<file path="src/rtl/glyph_pkg.sv">
// Shared constants and types for the glyph ROM reader.
//   WIDTH         : bits per ROM word (pixels per glyph row)
//   ROM_ADDR_BITS : glyph ROM address width
//   ROW_BITS      : row-index bits; the glyph index takes the remaining address bits
package glyph_pkg;

  localparam int unsigned WIDTH         = 64;
  localparam int unsigned ROM_ADDR_BITS = 13;
  localparam int unsigned ROW_BITS      = 6;
  localparam int unsigned GLYPH_BITS    = ROM_ADDR_BITS - ROW_BITS;
  localparam int unsigned CNT_BITS      = $clog2(WIDTH);

  typedef enum logic [1:0] {
    StIdle,
    StIssue,
    StWait,
    StShift
  } state_e;

endpackage

</file>
<file path="src/rtl/glyph_serializer.sv">
// Row shift register for the glyph reader.
// Loads a full ROM word and emits it one bit per shift, either MSB-first or
// (mirror_i high) LSB-first. Tracks the pixel index so the last pixel can be flagged.
// Ports:
//   clk, rst_n : clock, asynchronous active-low reset
//   load_i     : capture data_i and restart the pixel count
//   shift_i    : advance one pixel (ignored while load_i is high)
//   mirror_i   : select LSB-first emission
//   data_i     : ROM word
//   bit_o      : current pixel
//   last_o     : current pixel is the final one of the row
module glyph_serializer
  import glyph_pkg::*;
(
  input  logic             clk,
  input  logic             rst_n,
  input  logic             load_i,
  input  logic             shift_i,
  input  logic             mirror_i,
  input  logic [WIDTH-1:0] data_i,
  output logic             bit_o,
  output logic             last_o
);

  logic [WIDTH-1:0]    sreg_q, sreg_d;
  logic [CNT_BITS-1:0] cnt_q, cnt_d;

  always_comb begin
    sreg_d = sreg_q;
    cnt_d  = cnt_q;
    if (load_i) begin
      sreg_d = data_i;
      cnt_d  = '0;
    end else if (shift_i) begin
      sreg_d = mirror_i ? (sreg_q >> 1) : (sreg_q << 1);
      cnt_d  = cnt_q + 1'b1;
    end
  end

  always_ff @(posedge clk or negedge rst_n) begin
    if (!rst_n) begin
      sreg_q <= '0;
      cnt_q  <= '0;
    end else begin
      sreg_q <= sreg_d;
      cnt_q  <= cnt_d;
    end
  end

  assign bit_o  = mirror_i ? sreg_q[0] : sreg_q[WIDTH-1];
  assign last_o = (cnt_q == CNT_BITS'(WIDTH - 1));

endmodule

</file>
<file path="src/rtl/glyph_row_reader.sv">
// Glyph ROM reader: accepts a (glyph, row) request, addresses the registered-read
// glyph ROM, captures the row word and streams it out one pixel per handshake.
// Optional build macro GLYPH_MIRROR_EN adds req_mirror (latched on accept) which
// streams the row LSB-first for left-facing sprites.
// Ports:
//   clk, rst_n           : clock, asynchronous active-low reset
//   req_valid/req_ready  : request handshake; req_glyph/req_row held by requester
//   rom_addr/rom_data    : ROM address (registered) and read data (one-cycle latency)
//   pix_valid/pix_ready  : pixel handshake; pix_out is the pixel, pix_last marks pixel WIDTH-1
//   busy                 : a request is in flight
module glyph_row_reader
  import glyph_pkg::*;
(
  input  logic                     clk,
  input  logic                     rst_n,
  input  logic                     req_valid,
  output logic                     req_ready,
  input  logic [GLYPH_BITS-1:0]    req_glyph,
  input  logic [ROW_BITS-1:0]      req_row,
`ifdef GLYPH_MIRROR_EN
  input  logic                     req_mirror,
`endif
  output logic [ROM_ADDR_BITS-1:0] rom_addr,
  input  logic [WIDTH-1:0]         rom_data,
  output logic                     pix_valid,
  input  logic                     pix_ready,
  output logic                     pix_out,
  output logic                     pix_last,
  output logic                     busy
);

  state_e                   state_q, state_d;
  logic [ROM_ADDR_BITS-1:0] addr_q, addr_d;
  logic                     accept;
  logic                     in_shift;
  logic                     ser_load, ser_shift, ser_mirror, ser_bit, ser_last;

  assign in_shift = (state_q == StShift);

  always_comb begin
    state_d   = state_q;
    addr_d    = addr_q;
    ser_load  = 1'b0;
    ser_shift = 1'b0;
    pix_valid = 1'b0;
    // Ready on the last-pixel transfer so back-to-back rows skip the idle cycle.
    req_ready = (state_q == StIdle) | (in_shift & ser_last & pix_ready);
    accept    = req_valid & req_ready;

    unique case (state_q)
      StIdle: begin
        state_d = StIdle;
      end
      // ROM samples rom_addr on this edge.
      StIssue: state_d = StWait;
      // ROM data is valid now; capture it.
      StWait: begin
        ser_load = 1'b1;
        state_d  = StShift;
      end
      StShift: begin
        pix_valid = 1'b1;
        if (pix_ready) begin
          ser_shift = 1'b1;
          if (ser_last) state_d = StIdle;
        end
      end
      default: state_d = StIdle;
    endcase

    if (accept) begin
      state_d = StIssue;
      addr_d  = {req_glyph, req_row};
    end
  end

  always_ff @(posedge clk or negedge rst_n) begin
    if (!rst_n) begin
      state_q <= StIdle;
      addr_q  <= '0;
    end else begin
      state_q <= state_d;
      addr_q  <= addr_d;
    end
  end

`ifdef GLYPH_MIRROR_EN
  logic mirror_q, mirror_d;

  always_comb begin
    mirror_d = mirror_q;
    if (accept) mirror_d = req_mirror;
  end

  always_ff @(posedge clk or negedge rst_n) begin
    if (!rst_n) mirror_q <= 1'b0;
    else        mirror_q <= mirror_d;
  end

  assign ser_mirror = mirror_q;
`else
  assign ser_mirror = 1'b0;
`endif

  glyph_serializer u_serializer (
    .clk      (clk),
    .rst_n    (rst_n),
    .load_i   (ser_load),
    .shift_i  (ser_shift),
    .mirror_i (ser_mirror),
    .data_i   (rom_data),
    .bit_o    (ser_bit),
    .last_o   (ser_last)
  );

  assign rom_addr = addr_q;
  assign pix_out  = in_shift & ser_bit;
  assign pix_last = in_shift & ser_last;
  assign busy     = (state_q != StIdle);

endmodule

</file>
<file path="config.mk">
export PLATFORM = sky130hd
export DESIGN_NAME = glyph_row_reader
export DESIGN_NICKNAME = d
export VERILOG_FILES = /design/src/rtl/glyph_pkg.sv /design/src/rtl/glyph_serializer.sv /design/src/rtl/glyph_row_reader.sv
export SDC_FILE = /design/constraint.sdc
export NUM_CORES = 1
export LEC_CHECK = 0
export BUFFER_PORTS_ARGS = -buffer_cell sky130_fd_sc_hd__buf_2
export CAP_MARGIN = 20
export CORE_MARGIN = 2
export CORE_UTILIZATION = 50
export DETAILED_ROUTE_END_ITERATION = 16
export PLACE_DENSITY = 0.75
export SLEW_MARGIN = 20
export SYNTH_ARGS = -nofsm -noshare
export SYNTH_HDL_FRONTEND = slang
export SYNTH_SLANG_ARGS = --single-unit
</file>
<file path="constraint.sdc">
create_clock -name clk -period 1.8 [get_ports clk]
set_input_delay 0.09 -clock clk [delete_from_list [all_inputs] [get_ports clk]]
set_output_delay 0.09 -clock clk [all_outputs]
set_load 0.1 [all_outputs]
</file>
==> out/results.md <==
| Quantity | Reported |
| --- | --- |
| Total routed wirelength | 8970 um |
| Total power per unit cell area | 1650 nW/um^2 |
| Most used cells in the layout excluding fill and tap cells | 94 x buf_2, 85 x dfrtp_1, 78 x dlygate4sd3_1, 69 x nand2_1, 67 x o21ai_0 |
| Max IR drop VDD | 782 uV |
| Die Footprint | 8570 sq um |
| Number of cells traversed by the worst register-to-register path | 5 |
| Mean instance size in the synthesized netlist | 11.0 sq um |
| Global-route congestion overflow total | 0 |
| Critical R2R Capture | u_serializer.sreg_q[6] |
| Endpoint with the worst hold slack | u_serializer.cnt_q[1] |
| Category of cells accounting for the largest share of critical-path delay | flip-flops |
| Horizontal die dimension | 92.6 um |
| Maximum count of clock buffers along a single path | 2 |
| Pleak | 2.93 nW |
| Area Growth Syn to Fin | 43.9% |
| Clock sink total | 85 |
| Synth Area in Simple Gates | 8.99% |
| Combinational share of power | 48.8% |
| Setup crit start kind | register |
| I/O pin count | 99 |
| Height of the die | 92.6 um |
| Compound-gate portion of the synthesized area | 10.5% |
| Hold WS | 0.0752 ns |
| Internal power of the cells | 5.21 mW |
| Initial DRC count | 89 |
| Data arrival at the endpoint of the critical path | 1.64 ns |
| Unrepaired setup endpoints after global routing | false |
| Share of total power in sequential cells | 35.5% |
| Share of post-route cells with drive strength above 1 | 27.0% |
| Setup CP Type | register to output port |
| Netlist area before placement | 3930 sq um |
| Worst setup skew after layout | 0.0118 ns |
| Number of warning messages in the yosys log | 0 |
| Data required time at the worst endpoint | 1.71 ns |
| Post-route fraction of the period consumed by the critical path | 96.4% |
| Clock transition time at the flip-flop clock pins of the worst setup and hold paths | 0.08 ns |
| Adder-cell area share of the yosys netlist | 1.28% |
| Antenna diode count | 0 |
| Launch point of the worst hold path | pix_ready |
| Headroom to the max-slew limit | 60.5% |
| Most common cell after layout, fill and taps aside | buf_2 |
| Main combinational cell family by area after synthesis | multiplexers |
| Maximum frequency from static timing analysis | 576 MHz |
| Min-Delay Path Class | input pin to register |
| Detailed-route wire length per cell | 14.1 um |
| Pre-antenna DRT Iters | 4 |
| Number of cells on the worst hold path | 3 |
| Total Routing Usage GR | 22.2% |
| Antenna violations before repair | 0 |
| Total of flip-flops plus latches after synthesis | 85 |
| Clock share of power | 15.7% |
| Total negative setup slack | 0 ns |
| Post-route minimum period | 1.73 ns |
| Count of fill cells added during filler insertion | 504 |
| Clock tree from TritonCTS | built |
| Worst Setup End Kind | output port |
| Final HPWL from detailed placement | 5220 um |
| Area share of xor/xnor cells in the synthesized design | 0.446% |
| Via count of the first global-routing pass | 3239 |
| Number of maximum-capacitance violations | 0 |
| Critical path buffers and inverters | 1 |
| Maximum number of pins on one net before global-route repair | 61 |
| Std cell rows | 32 |
| Transition time at the pin with the least slew margin | 0.593 ns |
| Final net count | 613 |
| Drt via density | 5.03 |
| Via total after detailed routing | 3194 |
| First-pass GRT wire length | 15000 um |
| Number of nets produced by synthesis | 443 |
| H-tree level count | 3 |
| Post-Layout Inst Area | 5650 sq um |
| Buffers added on ports | 98 |
| Post-detailed-placement cell area | 4610 sq um |
| Sequential element share of the synthesized area | 54.2% |
| Slew Viols, Final | 0 |
| Power dissipated by switching net loads | 4.13 mW |
| Multiplexer share of the synthesized area | 20.9% |
| Cell with the biggest individual delay on the critical path | dfrtp_1 |
| Number of setup violations in the final report | 0 |
| Largest fanout on the critical path | 5 |
| DRC violation count after routing | 0 |
| Chain of cells forming the critical path | ha_2 -> nand3_4 -> o31ai_4 -> buf_12 |
| Critical register-to-register path startpoint | state_q[0] |
| Switching part of the total | 44.2% |
| Global placement routability congestion | 0.764 |
| TritonCTS buffer count | 9 |
| Final Hold Vio Count | 0 |
| Total power after layout | 9.34 mW |
| Effective utilization at floorplan | 51.3% |
| Run status | finished clean |
| Placeable Area | 7650 sq um |
| Slowest stage delay, CP | 0.40 ns |
| Post-synth cell types | 29 |
| Clock Root Buffer | clkbuf_8 |
| Critical Path Source | u_serializer.cnt_q[0] |
| Clock latency on the worst-skew pair | 0.35 ns |
| Syn Inst Count | 358 |
| ANT nets after route | 0 |
| Register-to-register setup slack | 0.17 ns |
[what timing repair did]
action	CTS	global route
gates resized for setup	2	2
hold buffers	78	0
endpoints found under the hold margin	122	0
pin swaps	0	1
setup endpoints to repair	1	15
buffers inserted	0	1
[stage by stage]
step / instances / util (%) / setup slack, ns
global placement: 540 / 60.3 / 0.0679
detailed placement: 540 / 60.3 / 0.0326
CTS: 634 / 73.5 / 0.000757
global route: 635 / 73.8 / 0.00536
floorplan: 358 / - / -0.251
finish: 635 / 73.8 / 0.0652
[layout make-up]
cell class,count,area (sq um),area share (%)
Inverter,4,15.0,0.266
Multi-Input combinational cell,244,1720,30.5
Tap cell,102,128,2.26
Timing Repair Buffer,184,1440,25.5
Clock buffer,10,128,2.26
Sequential cell,85,2130,37.7
Clock inverter,6,87.6,1.55
[state kept, by name, indices dropped and copies added (netlist names)]
signal / flops
u_serializer.sreg_q: 64
rom_addr: 13
state_q: 2
u_serializer.cnt_q: 6
[metal layers]
| layer | vias up | track usage [%] | share of wire [%] |
|---|---|---|---|
| li1 | 1579 | - | - |
| met1 | 1517 | 28.1 | 44 |
| met3 | 14 | 3.50 | 3.6 |
| met4 | 0 | 7.84 | 1.6 |
| met5 | - | 0 | 0 |
| met2 | 84 | 38.6 | 51 |
[worst max-delay path by stage]
stage,to,slack [ns],cells past startpoint
2_1_floorplan,req_ready,-0.25,5
3_3_place_gp,rom_addr[0],0.07,4
3_5_place_dp,rom_addr[1],0.03,4
4_1_cts,busy,0.0008,5
5_1_grt,req_ready,0.005,4
6_report,req_ready,0.07,4
[power groups by stage]
stage	clock network, mW	logic (mW)	registers (mW)
3_3_place_gp	0	4.27	3.29
6_report	1.46	4.56	3.32
4_1_cts	1.49	4.52	3.31
5_1_grt	1.56	4.95	3.43
3_5_place_dp	0	4.38	3.34
2_1_floorplan	0	2.47	4.31
[tightest hold or removal path, stage by stage]
cell and delay, ns:
buf_2 0.14, nand3_1 0.09, a21oi_1 0.06
[cell usage after synthesis]
| master | instances | share of area (%) |
|---|---|---|
| buf_8 | 1 | 0.38 |
| o31ai_1 | 2 | 0.38 |
| nand4_2 | 1 | 0.32 |
| mux2_2 | 5 | 1.4 |
| and2_1 | 1 | 0.16 |
| buf_2 | 9 | 1.1 |
| dfrtp_1 | 85 | 54 |
| a211o_1 | 1 | 0.22 |
| nand2_1 | 69 | 6.6 |
| or4_1 | 1 | 0.19 |
| o21ai_0 | 67 | 8.5 |
| o211a_1 | 1 | 0.26 |
| buf_4 | 1 | 0.19 |
| o21ai_4 | 1 | 0.41 |
| nand2_4 | 1 | 0.29 |
| o211ai_1 | 1 | 0.19 |
| inv_1 | 4 | 0.38 |
| clkbuf_1 | 13 | 1.2 |
| nor2_1 | 2 | 0.19 |
| mux2i_1 | 63 | 16 |
| a21oi_1 | 4 | 0.51 |
| buf_6 | 1 | 0.29 |
| nand3_1 | 5 | 0.64 |
| ha_1 | 4 | 1.3 |
| mux2_4 | 9 | 3.4 |
| xor2_1 | 2 | 0.45 |
| or3_1 | 2 | 0.32 |
| nor3_1 | 1 | 0.13 |
| nand4_1 | 1 | 0.16 |
[cells by family (layout without fill, tap and decap cells)]
| group | after synthesis | in the layout |
|---|---|---|
| AND/OR/NAND/NOR | 84 | 84 |
| adder cells (fa/ha/maj) | 4 | 4 |
| multiplexers | 77 | 77 |
| flip-flops | 85 | 85 |
| AO/OA/AOI/OAI | 77 | 77 |
| XOR/XNOR | 2 | 2 |
| buffers and inverters | 29 | 204 |
Power figures use the tool's default switching activity.
